$ cat config.mk
export PLATFORM = sky130hd
export DESIGN_NAME = mem_port_arbiter
export DESIGN_NICKNAME = d
export VERILOG_FILES = /design/src/rtl/mem_port_arbiter.sv
export SDC_FILE = /design/constraint.sdc
export NUM_CORES = 1
export LEC_CHECK = 0
export ABC_CLOCK_PERIOD_IN_PS = 1300
export BUFFER_PORTS_ARGS = -buffer_cell sky130_fd_sc_hd__clkbuf_2
export CAP_MARGIN = 5
export CELL_PAD_IN_SITES_DETAIL_PLACEMENT = 1
export CELL_PAD_IN_SITES_GLOBAL_PLACEMENT = 2
export CORE_ASPECT_RATIO = 0.5
export CORE_MARGIN = 8
export CORE_UTILIZATION = 20
export DETAILED_ROUTE_END_ITERATION = 12
export PLACE_DENSITY = 0.73
export SKIP_CTS_REPAIR_TIMING = 1
export SYNTH_ARGS = -nofsm -noshare
export SYNTH_HDL_FRONTEND = slang
export SYNTH_SLANG_ARGS = --single-unit
export TNS_END_PERCENT = 1
$ cat constraint.sdc
create_clock -name clk -period 1.3 [get_ports clk]
set_input_delay 0.065 -clock clk [delete_from_list [all_inputs] [get_ports clk]]
set_output_delay 0.065 -clock clk [all_outputs]
set_load 0.1 [all_outputs]
$ cat src/rtl/mem_port_arbiter.sv
// Merges split instruction/data memory ports onto one memory port.
// Data requests win. A starvation counter bounds how long an instruction fetch can wait.
module mem_port_arbiter #(
    parameter int unsigned STARVE_LIMIT = 4
) (
    input  logic        clk,
    input  logic        reset_n,
    input  logic        inst_mem_read,
    input  logic        inst_mem_write,
    input  logic [1:0]  inst_mem_byte_enable,
    input  logic [15:0] inst_mem_addr,
    input  logic [15:0] inst_mem_wdata,
    output logic        inst_mem_resp,
    output logic [15:0] inst_mem_rdata,
    input  logic        data_mem_read,
    input  logic        data_mem_write,
    input  logic [1:0]  data_mem_byte_enable,
    input  logic [15:0] data_mem_addr,
    input  logic [15:0] data_mem_wdata,
    output logic        data_mem_resp,
    output logic [15:0] data_mem_rdata,
    output logic        mem_read,
    output logic        mem_write,
    output logic [1:0]  mem_byte_enable,
    output logic [15:0] mem_addr,
    output logic [15:0] mem_wdata,
    input  logic        mem_resp,
    input  logic [15:0] mem_rdata
);

    localparam logic [1:0] IDLE  = 2'd0;
    localparam logic [1:0] GNT_I = 2'd1;
    localparam logic [1:0] GNT_D = 2'd2;
    localparam logic [3:0] LIMIT = 4'(STARVE_LIMIT);

    logic [1:0] state;
    logic [3:0] starve_cnt;
    logic       i_req;
    logic       d_req;
    logic       win_d;
    logic       win_i;

    assign i_req = inst_mem_read | inst_mem_write;
    assign d_req = data_mem_read | data_mem_write;

    // Data wins unless an instruction fetch has already waited out its limit.
    assign win_d = d_req & (~i_req | (starve_cnt < LIMIT));
    assign win_i = i_req & ~win_d;

    assign inst_mem_resp  = mem_resp & (state == GNT_I);
    assign data_mem_resp  = mem_resp & (state == GNT_D);
    assign inst_mem_rdata = mem_rdata;
    assign data_mem_rdata = mem_rdata;

    always_ff @(posedge clk or negedge reset_n) begin
        if (!reset_n) begin
            state           <= IDLE;
            starve_cnt      <= 4'd0;
            mem_read        <= 1'b0;
            mem_write       <= 1'b0;
            mem_byte_enable <= 2'b00;
            mem_addr        <= 16'h0000;
            mem_wdata       <= 16'h0000;
        end else begin
            unique case (state)
                IDLE: begin
                    if (win_d) begin
                        state           <= GNT_D;
                        mem_read        <= data_mem_read;
                        mem_write       <= data_mem_write & ~data_mem_read;
                        mem_byte_enable <= data_mem_byte_enable;
                        mem_addr        <= data_mem_addr;
                        mem_wdata       <= data_mem_wdata;
                        if (!i_req)
                            starve_cnt <= 4'd0;
                        else if (starve_cnt < LIMIT)
                            starve_cnt <= starve_cnt + 4'd1;
                    end else if (win_i) begin
                        state           <= GNT_I;
                        mem_read        <= inst_mem_read;
                        mem_write       <= inst_mem_write & ~inst_mem_read;
                        mem_byte_enable <= inst_mem_byte_enable;
                        mem_addr        <= inst_mem_addr;
                        mem_wdata       <= inst_mem_wdata;
                        starve_cnt      <= 4'd0;
                    end
                end
                GNT_I, GNT_D: begin
                    if (mem_resp) begin
                        state     <= IDLE;
                        mem_read  <= 1'b0;
                        mem_write <= 1'b0;
                    end
                end
                default: state <= IDLE;
            endcase
        end
    end

endmodule

==> flow_metrics.py, run 1 <==
metrics = {
    "route": {
        "postRouteAntennaNets": 0,
        "drc": 0,
        "route.met2.wl_um": 4886,
        "drtIter0Drc": 93,
        "highest-signal-layer": "met4",
        "firstDrtPassIters": 4,
        "vias_per_cell": 4.417,
        "wirelength_met1_um": 3952,
        "vias": 2381,
        "route.met3.wl_um": 555,
        "routed_wl_um": 9464,
        "wl_per_cell_um": 17.56,
    },
    "worst_setup_path": {
        "crit_buf_inv": 0,
        "cp_top_family": "compound AO/OA/AOI/OAI gates",
        "cp-end-kind": "flop",
        "max_stage_delay_ps": 450,
        "path_max_fanout": 5,
        "start_kind": "flop",
        "cp.arrival_ps": 1580,
        "slowest_stage": "dfrtp_2",
        "crit_chain": "or2_1, a311o_1, o32ai_2",
        "critPathRequiredTime_ps": 1490,
        "critPathKind": "flop to flop",
    },
    "synth": {
        "synth.net_count": 374,
        "synth-edff-count": 0,
        "yosysSeqAreaShare": 0.4355,
        "syn_area_mm2": 0.002414,
        "synthFlopType": "dfrtp_1",
        "synthTopCellsByArea": "dfrtp_1, buf_4, a31oi_1, a21oi_1, o21ai_0",
        "async_reset_ff_frac": 1.000,
        "synth_seq_cells": 42,
        "avgSynthCellArea_um2": 8.651,
        "synth_top_area_cell": "dfrtp_1",
        "yosysTopAreaCellShare": 0.4355,
        "yosysUniqueCellTypes": 30,
        "yosys_warnings": 0,
        "synthCells": 279,
    },
    "cts": {
        "cts_sinks": 42,
        "clk_latency_ps": 290,
        "clockBufferDepth": 2,
        "htreeDepth": 2,
        "cts_root_buffer": "clkbuf_16",
        "clk_pin_slew_worst_paths_ps": 70,
        "numCtsBuffers": 5,
        "cts_tree": "done",
    },
    "global_routing": {
        "grt_max_degree": 43,
        "grt_overflow": 0,
        "grt_pass1_wl_um": 13960,
        "grt_use_total": 0.1101,
        "antenna_found_initial": 0,
        "grt_pass1_vias": 2576,
    },
    "die": {
        "dieArea_mm2": 0.01605,
        "ioPinCount": 161,
        "placement_rows": 28,
        "die_y_um": 93.68,
        "start_util": 0.2044,
        "die_x_um": 171.4,
        "core_area_mm2": 0.01181,
    },
    "timing": {
        "layout_setup_ws_ps": -91.95,
        "max_freq_ghz": 0.7184,
        "setup_viol": 36,
        "maxSlewViolCount": 0,
        "skew_ps": 5.461,
        "period_minus_slack_ps": 1392,
        "finalHoldViolCount": 0,
        "fin_setup_tns_ps": -1187,
        "worstMarginPinSlew_ps": 569.7,
        "rsz0062_at_grt": "true",
        "period_share": 1.071,
        "max_slew_margin": 0.6218,
    },
    "placement": {
        "place_ws_ps": -136.6,
        "gp_routability_congestion": 0.7327,
        "hpwl_um": 6620,
        "place_area_mm2": 0.003181,
        "port_buffers": 112,
    },
    "finish": {
        "nets": 468,
        "antenna_cells": 0,
        "drive_gt1_frac": 0.4465,
        "final_cell_mix": "clkbuf_2, dfrtp_1, nor2_1",
        "syn2layout_area_growth_pct": 48.94,
        "final_common_cell": "clkbuf_2",
        "stdcell_area_mm2": 0.003595,
        "fillerInstances": 1391,
    },
    "min_path": {
        "hp-class": "input pin to flop",
    },
    "status": {
        "violations": "setup timing",
        "status": "finished, violations left",
    },
    "run": {
        "max-cap-violations": 0,
    },
}
==> layer usage <==
metal	global-route usage	vias to the layer above
met1	0.1278	1188
met5	0	-
li1	-	1149
met2	0.1947	39
met4	0.03019	0
met3	0.03396	5
==> cell type report <==
cell class / count / area [µm²] / share of cell area
clock inverter: 3 / 68.82 / 0.01914
sequential: 42 / 1052 / 0.2927
tap: 165 / 206.4 / 0.05743
clock buffer: 5 / 125.1 / 0.03481
multi-input combinational: 175 / 1089 / 0.3028
timing repair buffer: 142 / 1027 / 0.2858
inverter: 7 / 26.28 / 0.007309
==> sequential cells by signal, indices dropped and copies added, names as in the netlist <==
| signal | cells |
|---|---|
| mem_addr | 16 |
| mem_byte_enable | 2 |
| mem_read | 1 |
| mem_wdata | 16 |
| mem_write | 1 |
| starve_cnt | 4 |
| state | 2 |
==> worst paths after layout <==
path | from | endpoint | slack, ps | depth (start not counted)
max | starve_cnt[3] | mem_read | -90 | 3
min | inst_mem_byte_enable[1] | mem_byte_enable[1] | 10 | 3
max reg2reg | starve_cnt[3] | mem_read | -90 | 3
min reg2reg | starve_cnt[1] | starve_cnt[1] | 500 | 2
max in group asynchronous | reset_n | starve_cnt[3] | 770 | 3
min in group asynchronous | reset_n | mem_read | 290 | 3
==> cells in the mapped netlist, drive strengths merged, types with 2 or more instances <==
master,instances
or2,2
clkbuf,7
dfrtp,42
o22ai,2
o32ai,2
o21ai,37
buf,48
nor2,38
ha,4
inv,7
a31oi,34
nand2,4
a21oi,36
and2,3
nand2b,2
==> worst reg2reg max path, cell delays in order, from the launching register on <==
cell and delay (ps):
dfrtp_2 450, or2_1 260, a311o_1 360, o32ai_2 230
==> metrics by stage <==
stage                     std cells    util  hold slack (ps)
final                           539  0.3045            10.80
after global placement          525  0.2694            71.12
after CTS                       533  0.2858           -244.7
after floorplan                 279       -           -230.6
after detailed placement        525  0.2694            71.86
after global routing            539  0.3045            15.00
==> logic make-up after synthesis <==
family          after synthesis  synth area share
compound gates              120            0.2908
buf+inv                      62            0.1633
simple gates                 51           0.08968
flops                        42            0.4355
fa+ha+maj                     4           0.02074
Power of run 1 is left out: the tool's default activity adds up to more than one toggle a clock period on the data nets, which glitch-free logic cannot reach.
==> inputs of run 2 (changes only) <==
ABC_AREA = 1   (was default)
SLEW_MARGIN = 20   (was default)
==> run 2 against run 1 <==
Net effect: the run still ends with setup timing left; die area rose by 9.6%; global-route usage fell by 1.0 points; non-clock buffer count fell by 9; sequential cell count did not move; count of clock-buffer cells in the layout rose by 1; critical path depth rose by 3.
==> flow_metrics.py, run 2 <==
metrics = {
    "status": {
        "status": "finished, violations left",
        "violations": "setup timing",
    },
    "finish": {
        "final_common_cell": "nand2_1",
        "fillerInstances": 1619,
        "final_cell_mix": "nand2_1, clkbuf_2, dfrtp_1",
        "antenna_cells": 0,
        "top_regs": "mem_addr x16, mem_wdata x16, starve_cnt x4",
        "nets": 545,
        "drive_gt1_frac": 0.3586,
        "syn2layout_area_growth_pct": 35.31,
    },
    "route": {
        "firstDrtPassIters": 4,
        "vias": 2495,
        "drtIter0Drc": 102,
        "wl_per_cell_um": 14.29,
        "postRouteAntennaNets": 0,
        "drc": 0,
        "routed_wl_um": 8932,
        "vias_per_cell": 3.992,
    },
    "global_routing": {
        "grt_util_met1": 0.1104,
        "grt_pass1_wl_um": 14170,
        "met3_usage": 0.02482,
        "grt_pass1_vias": 2704,
        "grt_overflow": 0,
        "antenna_found_initial": 0,
        "grt_use_total": 0.09984,
        "met2_usage": 0.1847,
        "busiest_layer": "met2",
        "grt_max_degree": 43,
    },
    "synth": {
        "synthFlopType": "dfrtp_1",
        "synth.net_count": 455,
        "async_reset_ff_frac": 1.000,
        "synthTopCellsByArea": "dfrtp_1, nand2_1, buf_4, nand3b_1, nand3_1",
        "synth_fa_ha_area_frac": 0.01866,
        "synth_compound_area_frac": 0.005597,
        "yosys_warnings": 0,
        "synth_commonest_cells": "nand2_1, inv_1, dfrtp_1, nand3_1, buf_4",
        "synth_top_family_by_area": "simple AND/OR/NAND/NOR gates",
        "synth_simple_gate_area_share": 0.3741,
        "syn_area_mm2": 0.002683,
        "synth_top_area_cell": "dfrtp_1",
        "synthMuxAreaShare": 0,
        "synth_seq_cells": 42,
        "synth_most_common_cell": "nand2_1",
        "yosysUniqueCellTypes": 16,
        "synthXorXnorAreaFrac": 0,
        "yosysTopAreaCellShare": 0.3918,
        "yosysSeqAreaShare": 0.3918,
        "synth-edff-count": 0,
        "avgSynthCellArea_um2": 7.452,
        "synthCells": 360,
    },
    "min_path": {
        "hp-class": "input pin to flop",
    },
    "timing": {
        "worstMarginPinSlew_ps": 561.8,
        "period_share": 1.004,
        "skew_ps": 2.937,
        "period_minus_slack_ps": 1305,
        "rsz0062_at_grt": "true",
        "maxSlewViolCount": 0,
        "max_slew_margin": 0.6271,
        "finalHoldViolCount": 0,
        "layout_setup_ws_ps": -5.050,
        "max_freq_ghz": 0.7663,
        "setup_viol": 1,
    },
    "die": {
        "ioPinCount": 161,
        "die_y_um": 97.90,
        "dieArea_mm2": 0.01760,
        "die_x_um": 179.8,
        "start_util": 0.2013,
        "placement_rows": 30,
        "core_area_mm2": 0.01333,
    },
    "worst_setup_path": {
        "critPathKind": "flop to output port",
        "path_max_fanout": 2,
        "rr_startpoint": "state[1]",
        "timing.rr.end": "state[1]",
        "start_kind": "flop",
        "endpoint": "inst_mem_resp",
        "cp-end-kind": "output port",
        "r2r_slack_ps": 60,
        "critPathRequiredTime_ps": 1240,
        "crit_start": "state[1]",
        "cp.arrival_ps": 1240,
        "ff2ff_path_depth": 7,
    },
    "placement": {
        "hpwl_um": 6848,
        "place_ws_ps": -96.62,
        "port_buffers": 112,
        "gp_routability_congestion": 0.7332,
    },
    "cts": {
        "htreeDepth": 2,
        "cts_sinks": 42,
        "clk_latency_ps": 280,
        "clk_pin_slew_worst_paths_ps": 60,
        "cts_root_buffer": "clkbuf_16",
        "cts_tree": "done",
        "clockBufferDepth": 2,
        "numCtsBuffers": 5,
    },
    "run": {
        "max-cap-violations": 0,
    },
}
## run 2: changes by cell type after synthesis, sizes merged, moves of 36 or more
cell,change
nand2,+126
a21oi,-36
inv,+41
nand3,+41
## run 2: layer usage
layer	routed length, µm	vias up
li1	-	1254
met2	4767	34
met3	409	14
met1	3617	1193
met5	0	-
met4	138	0
## run 2: cell type report
| class | instances | area [µm²] | area share |
|---|---|---|---|
| Clock buffer | 6 | 138.9 | 0.03826 |
| Multi-Input combinational cell | 220 | 1145 | 0.3154 |
| Sequential cell | 42 | 1051 | 0.2896 |
| Timing Repair Buffer | 133 | 892.1 | 0.2458 |
| Inverter | 48 | 182.7 | 0.05033 |
| Tap cell | 176 | 220.2 | 0.06067 |
## run 2: worst min path at each step
stage,cells past startpoint,startpoint,to
4_1_cts,2,reset_n,mem_addr[3]
3_3_place_gp,2,reset_n,mem_read
5_1_grt,5,inst_mem_wdata[6],mem_wdata[6]
3_5_place_dp,2,reset_n,state[0]
6_report,5,inst_mem_wdata[6],mem_wdata[6]
2_1_floorplan,0,reset_n,mem_addr[0]
## run 2: cells by family after synthesis
| group | after synthesis |
|---|---|
| AOI/OAI and AO/OA | 3 |
| adders and majority gates | 4 |
| buffers and inverters | 98 |
| DFF | 42 |
| and+or+nand+nor | 213 |
## run 2: worst max-delay path, cell delays in order (launching register included)
cell and delay (ps):
dfrtp_1 390, inv_2 80, buf_6 100, ha_4 110, nand2_2 40, inv_2 60, buf_12 160
## run 2: per-stage QoR
stage	setup TNS (ps)	cells	instance area (µm²)	hold slack [ps]	util
finish	-5.050	625	3630	75.91	0.2724
global route	-85.90	625	3630	88.61	0.2724
CTS	-1478	623	3485	-226.9	0.2615
detailed placement	-859.9	617	3346	78.34	0.2511
global placement	-16.14	617	3346	70.56	0.2511
floorplan	0	360	2683	-230.6	-
Power of run 2 is left out for the same reason.
==> inputs of run 3 (changes only) <==
REMOVE_ABC_BUFFERS = 1   (was default)
==> run 3 against run 2 <==
Net effect: the flow still finishes with violations (setup timing); first-iteration DRC count fell by 8.8%; final cell count fell by 0.16%; core utilization barely moved; critical endpoint is now data_mem_resp; worst hold slack improved by 5.7 ps; non-clock buffer count fell by 3; register-to-register slack barely moved; die area did not move.
==> flow_metrics.py, run 3 (same netlist as run 2, synthesis figures left out) <==
metrics = {
    "status": {
        "violations": "setup timing",
        "status": "finished, violations left",
    },
    "cts": {
        "cts_sinks": 42,
        "cts_tree": "done",
        "htreeDepth": 2,
        "cts_root_buffer": "clkbuf_16",
        "numCtsBuffers": 5,
        "clk_latency_ps": 280,
        "clockBufferDepth": 2,
        "clk_pin_slew_worst_paths_ps": 60,
    },
    "min_path": {
        "hp-class": "input pin to flop",
        "whs_path_depth": 5,
        "whs_endpoint": "mem_addr[0]",
        "min_from": "inst_mem_addr[0]",
    },
    "timing": {
        "period_share": 1.007,
        "max_slew_margin": 0.6345,
        "max_freq_ghz": 0.7642,
        "fin_setup_tns_ps": -8.600,
        "rsz0062_at_grt": "true",
        "skew_ps": 4.003,
        "maxSlewViolCount": 0,
        "setup_viol": 1,
        "worstMarginPinSlew_ps": 550.5,
        "finalHoldViolCount": 0,
        "period_minus_slack_ps": 1309,
        "layout_setup_ws_ps": -8.600,
    },
    "finish": {
        "drive_gt1_frac": 0.3504,
        "antenna_cells": 0,
        "final_common_cell": "nand2_1",
        "syn2layout_area_growth_pct": 35.12,
        "final_cell_mix": "nand2_1, clkbuf_2, inv_1, dfrtp_1, buf_4",
        "nets": 542,
        "top_regs": "mem_addr x16, mem_wdata x16, starve_cnt x4",
        "fillerInstances": 1611,
    },
    "global_routing": {
        "grt_pass1_wl_um": 14950,
        "grt_max_degree": 43,
        "grt_pass1_vias": 2730,
        "antenna_found_initial": 0,
        "grt_overflow": 0,
        "grt_use_total": 0.1034,
    },
    "die": {
        "dieArea_mm2": 0.01760,
        "core_area_mm2": 0.01333,
        "die_y_um": 97.90,
        "placement_rows": 30,
        "die_x_um": 179.8,
        "ioPinCount": 161,
        "start_util": 0.2013,
    },
    "route": {
        "routed_wl_um": 9325,
        "drc": 0,
        "wl_per_cell_um": 14.94,
        "drtIter0Drc": 93,
        "vias_per_cell": 4.021,
        "postRouteAntennaNets": 0,
        "vias": 2509,
        "firstDrtPassIters": 4,
    },
    "placement": {
        "port_buffers": 112,
        "gp_routability_congestion": 0.7038,
        "hpwl_um": 7342,
    },
    "worst_setup_path": {
        "path_max_fanout": 2,
        "cp.arrival_ps": 1240,
        "rr_startpoint": "state[0]",
        "cp-end-kind": "output port",
        "ff2ff_path_depth": 6,
        "critPathKind": "flop to output port",
        "timing.rr.end": "state[1]",
        "r2r_slack_ps": 60,
        "critPathRequiredTime_ps": 1240,
        "start_kind": "flop",
    },
    "run": {
        "max-cap-violations": 0,
    },
}
==> run 3: changes by cell type in the layout (fill, tap and decap cells not counted), moves of 2 or more <==
cell / change
clkbuf_2: -11
buf_4: +10
buf_6: -2
clkinv_2: +2
inv_1: +2
==> run 3: through the flow <==
stage	hold WS [ps]	instances	area, µm²	utilization	worst slack [ps]
2_1_floorplan	-230.6	310	2300	-	-735.1
3_3_place_gp	64.40	615	3383	0.2539	-8.992
3_5_place_dp	69.50	615	3383	0.2539	-68.88
4_1_cts	-231.5	623	3548	0.2663	-99.54
5_1_grt	100.6	624	3625	0.2720	-72.94
6_report	81.57	624	3625	0.2720	-8.600
==> run 3: final cells by class <==
class	count	area (µm²)	area share
repair buffers	130	884.6	0.2440
multi-input cells	220	1124	0.3100
inverters	48	180.2	0.04971
well taps	176	220.2	0.06075
clock inverters	3	40.04	0.01105
flip-flops and latches	42	1051	0.2900
clock buffers	5	125.1	0.03452
==> run 3: worst max-delay path by stage <==
stage / end / startpoint / slack, ps
after floorplan: starve_cnt[2] / state[0] / -740
after global placement: mem_wdata[5] / state[0] / -9
after detailed placement: state[1] / state[1] / -70
after CTS: mem_wdata[1] / state[0] / -100
after global routing: data_mem_resp / state[0] / -70
final: data_mem_resp / state[0] / -9
==> run 3: per-layer routing <==
metal / GRT usage / vias to the layer above / wire length [µm]
li1: - / 1251 / -
met1: 0.1131 / 1208 / 3736
met2: 0.1981 / 48 / 5100
met3: 0.02890 / 2 / 441
met4: 0.01719 / 0 / 46
met5: 0.008547 / - / 0
==> run 3: critical path: stages, from the launching register on <==
cell,delay (ps)
dfrtp_1,390
inv_2,90
buf_6,100
ha_4,110
nand2_2,40
inv_2,60
buf_12,160
Power of run 3 is left out for the same reason.
